## config.mk

```make
export PLATFORM = sky130hd
export DESIGN_NAME = muldiv_unit_flat
export DESIGN_NICKNAME = d
export VERILOG_FILES = /design/src/rtl/muldiv_if.sv /design/src/rtl/muldiv_unit.sv /design/src/flat_wrapper.sv
export SDC_FILE = /design/constraint.sdc
export NUM_CORES = 1
export LEC_CHECK = 0
export CORE_ASPECT_RATIO = 0.7
export CORE_MARGIN = 3
export CORE_UTILIZATION = 29
export DETAILED_ROUTE_END_ITERATION = 7
export DONT_BUFFER_PORTS = 1
export GPL_TIMING_DRIVEN = 1
export PLACE_DENSITY = 0.45
export SLEW_MARGIN = 20
export SYNTH_ARGS = -nofsm -noshare
export SYNTH_HDL_FRONTEND = slang
export SYNTH_SLANG_ARGS = --single-unit
export TNS_END_PERCENT = 5
```

## constraint.sdc

```tcl
create_clock -name clk -period 14.3 [get_ports clk]
set_input_delay 2.86 -clock clk [delete_from_list [all_inputs] [get_ports clk]]
set_output_delay 2.86 -clock clk [all_outputs]
set_load 0.005 [all_outputs]
```

## src/rtl/muldiv_if.sv

```systemverilog
// Handshake bundle between the execute stage and the iterative multiply/divide unit.
interface muldiv_if #(
  parameter int DATA_WIDTH = 32
);
  logic                  start;
  logic [2:0]            op;
  logic [DATA_WIDTH-1:0] op1;
  logic [DATA_WIDTH-1:0] op2;
  logic                  flush;
  logic                  busy;
  logic                  done;
  logic [DATA_WIDTH-1:0] result;

  modport master (
    output start, op, op1, op2, flush,
    input  busy, done, result
  );

  modport slave (
    input  start, op, op1, op2, flush,
    output busy, done, result
  );
endinterface

```

## src/rtl/muldiv_unit.sv

```systemverilog
// Iterative RV32M multiply/divide unit: radix-2 shift-add multiply and restoring
// divide on operand magnitudes, one bit per cycle, with early completion for the
// divide special cases and an optional single-cycle multiplier.
module muldiv_unit #(
  parameter int DATA_WIDTH = 32,
  parameter bit FAST_MUL   = 1'b0
) (
  input logic      clk,
  input logic      rst_n,
  muldiv_if.slave  bus
);
  localparam int W  = DATA_WIDTH;
  localparam int CW = $clog2(W);
  // Iteration 0 runs on the accept edge, so the last busy edge carries counter W-2.
  localparam logic [CW-1:0] LAST_CNT = CW'(W - 2);
  localparam logic [W-1:0]  MOST_NEG = {1'b1, {(W-1){1'b0}}};

  localparam logic [2:0] OP_MUL    = 3'b000;
  localparam logic [2:0] OP_MULH   = 3'b001;
  localparam logic [2:0] OP_MULHSU = 3'b010;
  localparam logic [2:0] OP_MULHU  = 3'b011;
  localparam logic [2:0] OP_DIV    = 3'b100;
  localparam logic [2:0] OP_DIVU   = 3'b101;
  localparam logic [2:0] OP_REM    = 3'b110;

  typedef enum logic {IDLE, BUSY} state_e;

  // One radix-2 step. Multiply: {hi,lo} is the partial product with the multiplier
  // shifting out of lo. Divide: hi is the partial remainder, lo shifts the dividend
  // out at the top and collects quotient bits at the bottom.
  function automatic logic [2*W-1:0] iter_step(input logic         is_div,
                                               input logic [W-1:0] a,
                                               input logic [W-1:0] hi,
                                               input logic [W-1:0] lo);
    logic [W:0]   sum;
    logic [W:0]   trial;
    logic [W-1:0] nhi;
    logic [W-1:0] nlo;
    if (is_div) begin
      trial = {hi, lo[W-1]} - {1'b0, a};
      if (!trial[W]) begin
        nhi = trial[W-1:0];
        nlo = {lo[W-2:0], 1'b1};
      end else begin
        nhi = {hi[W-2:0], lo[W-1]};
        nlo = {lo[W-2:0], 1'b0};
      end
    end else begin
      sum = {1'b0, hi} + (lo[0] ? {1'b0, a} : {(W+1){1'b0}});
      nhi = sum[W:1];
      nlo = {sum[0], lo[W-1:1]};
    end
    return {nhi, nlo};
  endfunction

  // Apply the result sign and pick the half/quotient/remainder the op asks for.
  function automatic logic [W-1:0] finish_res(input logic [2:0]   op,
                                              input logic         neg,
                                              input logic [W-1:0] hi,
                                              input logic [W-1:0] lo);
    logic [2*W-1:0] prod;
    logic [W-1:0]   quo;
    logic [W-1:0]   rem;
    logic [W-1:0]   res;
    prod = neg ? -{hi, lo} : {hi, lo};
    quo  = neg ? -lo : lo;
    rem  = neg ? -hi : hi;
    case (op)
      OP_MUL:                       res = prod[W-1:0];
      OP_MULH, OP_MULHSU, OP_MULHU: res = prod[2*W-1:W];
      OP_DIV, OP_DIVU:              res = quo;
      default:                      res = rem;
    endcase
    return res;
  endfunction

  state_e         state_q, state_d;
  logic [CW-1:0]  cnt_q, cnt_d;
  logic [2:0]     op_q, op_d;
  logic           neg_q, neg_d;
  logic [W-1:0]   a_q, a_d;
  logic [W-1:0]   hi_q, hi_d;
  logic [W-1:0]   lo_q, lo_d;
  logic [W-1:0]   result_q, result_d;
  logic           done_q, done_d;

  logic           op1_sgn, op2_sgn, neg_in;
  logic [W-1:0]   mag1, mag2;
  logic           div_zero, div_ovf, fast_hit, special;
  logic [W-1:0]   special_res;
  logic [2*W-1:0] fast_prod;
  logic [W-1:0]   step_hi, step_lo, init_hi, init_lo;

  assign fast_prod = FAST_MUL ? ({{W{1'b0}}, mag1} * {{W{1'b0}}, mag2}) : {(2*W){1'b0}};

  // Decode the incoming request: operand signs, magnitudes and early-completion cases.
  always_comb begin
    op1_sgn  = (bus.op inside {OP_MULH, OP_MULHSU, OP_DIV, OP_REM}) && bus.op1[W-1];
    op2_sgn  = (bus.op inside {OP_MULH, OP_DIV, OP_REM}) && bus.op2[W-1];
    mag1     = op1_sgn ? -bus.op1 : bus.op1;
    mag2     = op2_sgn ? -bus.op2 : bus.op2;
    // Remainder follows the dividend; everything else takes the product/quotient sign.
    neg_in   = (bus.op == OP_REM) ? op1_sgn : (op1_sgn ^ op2_sgn);
    div_zero = bus.op[2] && (bus.op2 == {W{1'b0}});
    div_ovf  = ((bus.op == OP_DIV) || (bus.op == OP_REM)) &&
               (bus.op1 == MOST_NEG) && (bus.op2 == {W{1'b1}});
    fast_hit = !bus.op[2] && FAST_MUL;
    special  = div_zero || div_ovf || fast_hit;
    if (div_zero) begin
      special_res = bus.op[1] ? bus.op1 : {W{1'b1}};
    end else if (div_ovf) begin
      special_res = bus.op[1] ? {W{1'b0}} : MOST_NEG;
    end else begin
      special_res = finish_res(bus.op, neg_in, fast_prod[2*W-1:W], fast_prod[W-1:0]);
    end
  end

  // Next-state logic: accept in IDLE, iterate in BUSY, flush aborts without done.
  always_comb begin
    state_d  = state_q;
    cnt_d    = cnt_q;
    op_d     = op_q;
    neg_d    = neg_q;
    a_d      = a_q;
    hi_d     = hi_q;
    lo_d     = lo_q;
    result_d = result_q;
    done_d   = 1'b0;
    {step_hi, step_lo} = iter_step(op_q[2], a_q, hi_q, lo_q);
    {init_hi, init_lo} = iter_step(bus.op[2], bus.op[2] ? mag2 : mag1,
                                   {W{1'b0}}, bus.op[2] ? mag1 : mag2);
    case (state_q)
      IDLE: begin
        if (bus.start && !bus.flush) begin
          op_d  = bus.op;
          neg_d = neg_in;
          if (special) begin
            result_d = special_res;
            done_d   = 1'b1;
          end else begin
            state_d = BUSY;
            cnt_d   = {CW{1'b0}};
            a_d     = bus.op[2] ? mag2 : mag1;
            hi_d    = init_hi;
            lo_d    = init_lo;
          end
        end
      end
      BUSY: begin
        if (bus.flush) begin
          state_d = IDLE;
        end else begin
          hi_d  = step_hi;
          lo_d  = step_lo;
          cnt_d = cnt_q + CW'(1);
          if (cnt_q == LAST_CNT) begin
            state_d  = IDLE;
            result_d = finish_res(op_q, neg_q, step_hi, step_lo);
            done_d   = 1'b1;
          end
        end
      end
      default: state_d = IDLE;
    endcase
  end

  // State and datapath registers, all cleared by the asynchronous reset.
  always_ff @(posedge clk or negedge rst_n) begin
    if (!rst_n) begin
      state_q  <= IDLE;
      cnt_q    <= '0;
      op_q     <= '0;
      neg_q    <= 1'b0;
      a_q      <= '0;
      hi_q     <= '0;
      lo_q     <= '0;
      result_q <= '0;
      done_q   <= 1'b0;
    end else begin
      state_q  <= state_d;
      cnt_q    <= cnt_d;
      op_q     <= op_d;
      neg_q    <= neg_d;
      a_q      <= a_d;
      hi_q     <= hi_d;
      lo_q     <= lo_d;
      result_q <= result_d;
      done_q   <= done_d;
    end
  end

  assign bus.busy   = (state_q == BUSY);
  assign bus.done   = done_q;
  assign bus.result = result_q;
endmodule

```

## src/flat_wrapper.sv

```systemverilog
// flat-port wrapper written by rule: the top's interface ports become plain ports
module muldiv_unit_flat 
#(
  parameter int DATA_WIDTH = 32,
  parameter bit FAST_MUL   = 1'b0
)
  (clk, rst_n, bus_start, bus_op, bus_op1, bus_op2, bus_flush, bus_busy, bus_done, bus_result);
  muldiv_if #(.DATA_WIDTH(DATA_WIDTH)) bus_i ();
  input logic clk;
  input logic rst_n;
  input wire logic [$bits(bus_i.start)-1:0] bus_start;
  input wire logic [$bits(bus_i.op)-1:0] bus_op;
  input wire logic [$bits(bus_i.op1)-1:0] bus_op1;
  input wire logic [$bits(bus_i.op2)-1:0] bus_op2;
  input wire logic [$bits(bus_i.flush)-1:0] bus_flush;
  output wire logic [$bits(bus_i.busy)-1:0] bus_busy;
  output wire logic [$bits(bus_i.done)-1:0] bus_done;
  output wire logic [$bits(bus_i.result)-1:0] bus_result;
  assign bus_i.start = bus_start;
  assign bus_i.op = bus_op;
  assign bus_i.op1 = bus_op1;
  assign bus_i.op2 = bus_op2;
  assign bus_i.flush = bus_flush;
  assign bus_busy = bus_i.busy;
  assign bus_done = bus_i.done;
  assign bus_result = bus_i.result;
  muldiv_unit #(.DATA_WIDTH(DATA_WIDTH), .FAST_MUL(FAST_MUL)) u_core (.clk(clk), .rst_n(rst_n), .bus(bus_i));
endmodule
```

==> results.sh <==
export IMPL_netlist_area_um2=16700
export IMPL_p_leak_nw=7.09
export IMPL_worst_slew_pin_slew_ns=1.26
export IMPL_finalWirelength_um=91300
export IMPL_avgViaCountPerCell=6.34
export IMPL_use_met2_pct=37.0
export IMPL_synth_top_family_by_area="compound AO/OA/AOI/OAI gates"
export IMPL_synth_simple_area_share_pct=24.8
export IMPL_synth_area_leader_cell="dfrtp_1"
export IMPL_cts_buffers=17
export IMPL_finalWeightedCongestion=1.00
export IMPL_worst_setup_path_type="register to register"
export IMPL_synth_xor_area_share_pct=7.44
export IMPL_port_buffers=0
export IMPL_cts_hold_buf=0
export IMPL_grt_pass1_wl_um=129000
export IMPL_fin_nets=2401
export IMPL_reg2reg_slack_ns=7.00
export IMPL_grt_max_degree=140
export IMPL_finalSetupTns_ns=0
export IMPL_synth_top_area_share_pct=20.8
export IMPL_dpl_instance_area_um2=17500
export IMPL_status="finished clean"
export IMPL_drc=0
export IMPL_dr_pass1_iters=5
export IMPL_synthMuxAreaShare_pct=5.05
export IMPL_worstHoldStart="u_core.a_q[2]$_DFFE_PN0P_"
export IMPL_synth_edf_count=0
export IMPL_ant_nets=0
export IMPL_ys_ff_latch=139
export IMPL_syn_instance_count=2326
export IMPL_async_flop_share_pct=100
export IMPL_drt_iter0_drc=2793
export IMPL_area_growth_pct=8.21
export IMPL_fmax_mhz=137
export IMPL_final_setup_skew_ns=0.0187
export IMPL_whs_endpoint="u_core.a_q[2]$_DFFE_PN0P_"
export IMPL_synth_compound_area_share_pct=31.0
export IMPL_cp_top_family="simple AND/OR/NAND/NOR gates"
export IMPL_critPathBufInv=3
export IMPL_hold_class="register to register"
export IMPL_fin_area_um2=18100
export IMPL_cap_violations=0
export IMPL_synth_area_top_cells="dfrtp_1 21%, o21ai_0 7.8%, nand2_1 6.4%, ha_1 5.5%, nor2_1 5.2%"
export IMPL_reg2regPathDepth=22
export IMPL_clk_pin_slew_worst_paths_ns=0.07
export IMPL_ios=105
export IMPL_htree_levels=4
export IMPL_cp_cell_sequence="inv_1 > ha_1 > inv_1 > fa_1 > a211oi_1 > o211ai_1 > a21oi_2 > nor3_4 > o41ai_4 > buf_4 > nor3_2 > a21oi_1 > ha_1 > nand4_1 > nor3_1 > nand2_1 > nand2_1 > nor2_1 > o311a_1 > nor3_1 > o21ai_1 > a31oi_1"
export IMPL_synth_nets=2472
export IMPL_r2r_start="u_core.lo_q[31]$_DFFE_PN0P_"
export IMPL_critPathSlowestCell="nor3_1"
export IMPL_dp_cells=2976
export IMPL_cp_end_kind="register"
export IMPL_cts_tree="yes"
export IMPL_hpwlAfterDp_um=72700
export IMPL_finalNonFillerCells=3010
export IMPL_setup_violations=0
export IMPL_maxSlewViolCount=0
export IMPL_grt_pass1_vias=17037
export IMPL_busiest_layer="met1"
export IMPL_dr_total_vias=19071
export IMPL_fin_crit_ns=7.30
export IMPL_whs_path_depth=2
export IMPL_wl_per_cell_um=30.3
export IMPL_grt_met1_usage_pct=46.7
export IMPL_start_util_pct=29.8
export IMPL_start_kind="register"
export IMPL_cts_setup_buffers=0
export IMPL_overflow=0
export IMPL_cts_sinks=139
export IMPL_grt_util_all_layers_pct=29.4
export IMPL_antenna_found_initial=9
export IMPL_die_h_um=207
export IMPL_finalCritPeriodShare_pct=51.1
export IMPL_rsz0062_at_grt="false"
export IMPL_crit_fanout=17
export IMPL_ys_seq_area_share_pct=20.8
export IMPL_powerDensity_nw_per_um2=183
export IMPL_rows=72
export IMPL_ys_flop_type="dfrtp_1"
export IMPL_synth_cell_types=98
export IMPL_core_area_um2=56100
export IMPL_r2r_end="u_core.bus.result[24]$_DFFE_PN0P_"
export IMPL_max_stage_delay_ns=0.79
export IMPL_relSlewSlack_pct=15.0
export IMPL_ctsResizeCount=0
export IMPL_yosys_warnings=0
export IMPL_cts_buffer_depth=2
export IMPL_drive_above_1_share_pct=7.10
export IMPL_cp_required_ns=14.68
export IMPL_vdd_drop_max_mv=0.0898
export IMPL_crit_arrival_ns=7.68
export IMPL_dieWidth_um=293
export IMPL_dieArea_um2=60600
export IMPL_root_buffer="clkbuf_16"
export IMPL_yosys_area_share_adder_pct=5.70
export IMPL_grt_util_met3_pct=10.3
export IMPL_syn_mean_instance_area_um2=7.18
export IMPL_hold_viol_final=0
export IMPL_clock_latency_ns=0.48
[layer usage]
| metal | share of wire [%] | vias to the layer above |
|---|---|---|
| met5 | 0.17 | - |
| met4 | 1.2 | 4 |
| met3 | 13 | 68 |
| met2 | 36 | 1147 |
| met1 | 49 | 9417 |
| li1 | - | 8435 |
[cell usage in the layout, fill, tap and decap left out, types with 10 or more instances in the layout]
master	instances
a211oi_1	32
a21o_1	25
a21oi_1	164
a221oi_1	16
a31oi_1	47
and2_1	48
and3_1	16
buf_4	47
clkbuf_16	17
dfrtp_1	136
ha_1	73
inv_1	79
mux2_2	18
mux2i_1	64
nand2_1	286
nand2b_1	13
nand3_1	55
nand4_1	33
nor2_1	227
nor2b_1	10
nor3_1	57
nor4_1	18
o211ai_1	34
o21a_1	25
o21ai_0	258
o221ai_1	12
o22ai_1	12
o31ai_1	33
or2_2	18
or3_1	26
xnor2_1	75
xor2_1	67
[worst register-to-register path, cell delays in order, from the launching register on]
cell,delay [ns]
dfrtp_1,0.40
inv_1,0.15
ha_1,0.22
inv_1,0.06
fa_1,0.41
a211oi_1,0.44
o211ai_1,0.32
a21oi_2,0.43
nor3_4,0.16
o41ai_4,0.30
buf_4,0.31
nor3_2,0.13
a21oi_1,0.41
ha_1,0.32
nand4_1,0.41
nor3_1,0.79
nand2_1,0.54
nand2_1,0.30
nor2_1,0.14
o311a_1,0.32
nor3_1,0.28
o21ai_1,0.16
a31oi_1,0.20
[cells in the mapped netlist, types with 13 or more instances]
cell type / number
a221oi_1: 16
mux2_2: 18
nand2_1: 286
and2_1: 48
nor4_1: 18
xor2_1: 67
a31oi_1: 47
o21a_1: 25
a21o_1: 25
buf_1: 15
and3_1: 16
or3_1: 26
mux2i_1: 64
o21ai_0: 260
nor3_1: 58
a21oi_1: 164
nand3_1: 55
or2_2: 18
a211oi_1: 32
o31ai_1: 33
nor2_1: 230
dfrtp_1: 139
nand4_1: 33
nand2b_1: 13
xnor2_1: 75
clkbuf_1: 111
ha_1: 73
o211ai_1: 34
inv_1: 79
[cells by family after synthesis]
| family | count (synthesis) |
|---|---|
| muxes | 82 |
| xor gates and xnor gates | 142 |
| and+or+nand+nor | 866 |
| adders and majority gates | 75 |
| DFF | 139 |
| AOI/OAI and AO/OA | 802 |
| buffers and inverters | 220 |
[power by group]
| group | internal, mW | switching, mW | leakage (nW) |
|---|---|---|---|
| Clock | 0.267 | 0.219 | 0.286 |
| Sequential | 0.468 | 0.151 | 1.75 |
| Combinational | 0.719 | 1.48 | 5.05 |
[worst max-delay path by stage]
stage / from / end / slack, ns / cells after the start
finish: u_core.lo_q[31]$_DFFE_PN0P_ / u_core.bus.result[24]$_DFFE_PN0P_ / 7.00 / 22
global route: bus_op2[5] / u_core.lo_q[16]$_DFFE_PN0P_ / 6.86 / 10
CTS: bus_op2[15] / u_core.lo_q[22]$_DFFE_PN0P_ / 7.40 / 10
detailed placement: bus_op2[15] / u_core.lo_q[22]$_DFFE_PN0P_ / 6.89 / 10
global placement: bus_op2[15] / u_core.a_q[23]$_DFFE_PN0P_ / 6.62 / 11
floorplan: bus_op2[15] / u_core.hi_q[29]$_DFFE_PN0P_ / 7.71 / 18
[area by class of cell]
cell class / count / area [µm²]
antenna: 2 / 5.00
clock buffer: 19 / 453
clock inverter: 13 / 141
fill: 6088 / 38000
inverter: 82 / 308
multi-input combinational: 1967 / 12400
sequential: 139 / 3490
tap: 740 / 926
timing repair buffer: 48 / 373
[state kept, by name, indices dropped and copies added (netlist names)]
register / count
u_core.lo_q: 32
u_core.a_q: 32
u_core.neg_q: 1
u_core.cnt_q: 5
u_core.bus.result: 32
u_core.hi_q: 32
u_core.op_q: 3
u_core.bus.busy: 1
u_core.bus.done: 1
[stage by stage]
stage          worst slack, ns  power (mW)  util, %  hold slack, ns
3_3_place_gp              6.62        2.72     31.1           0.487
3_5_place_dp              6.89        2.72     31.2           0.506
5_1_grt                   6.86        3.46     32.2           0.542
6_report                  7.00        3.30     32.2           0.523
4_1_cts                   7.40        3.22     32.2           0.523
2_1_floorplan             7.71        1.95        -           0.463
Note: power is estimated with default switching activity, not from simulation.
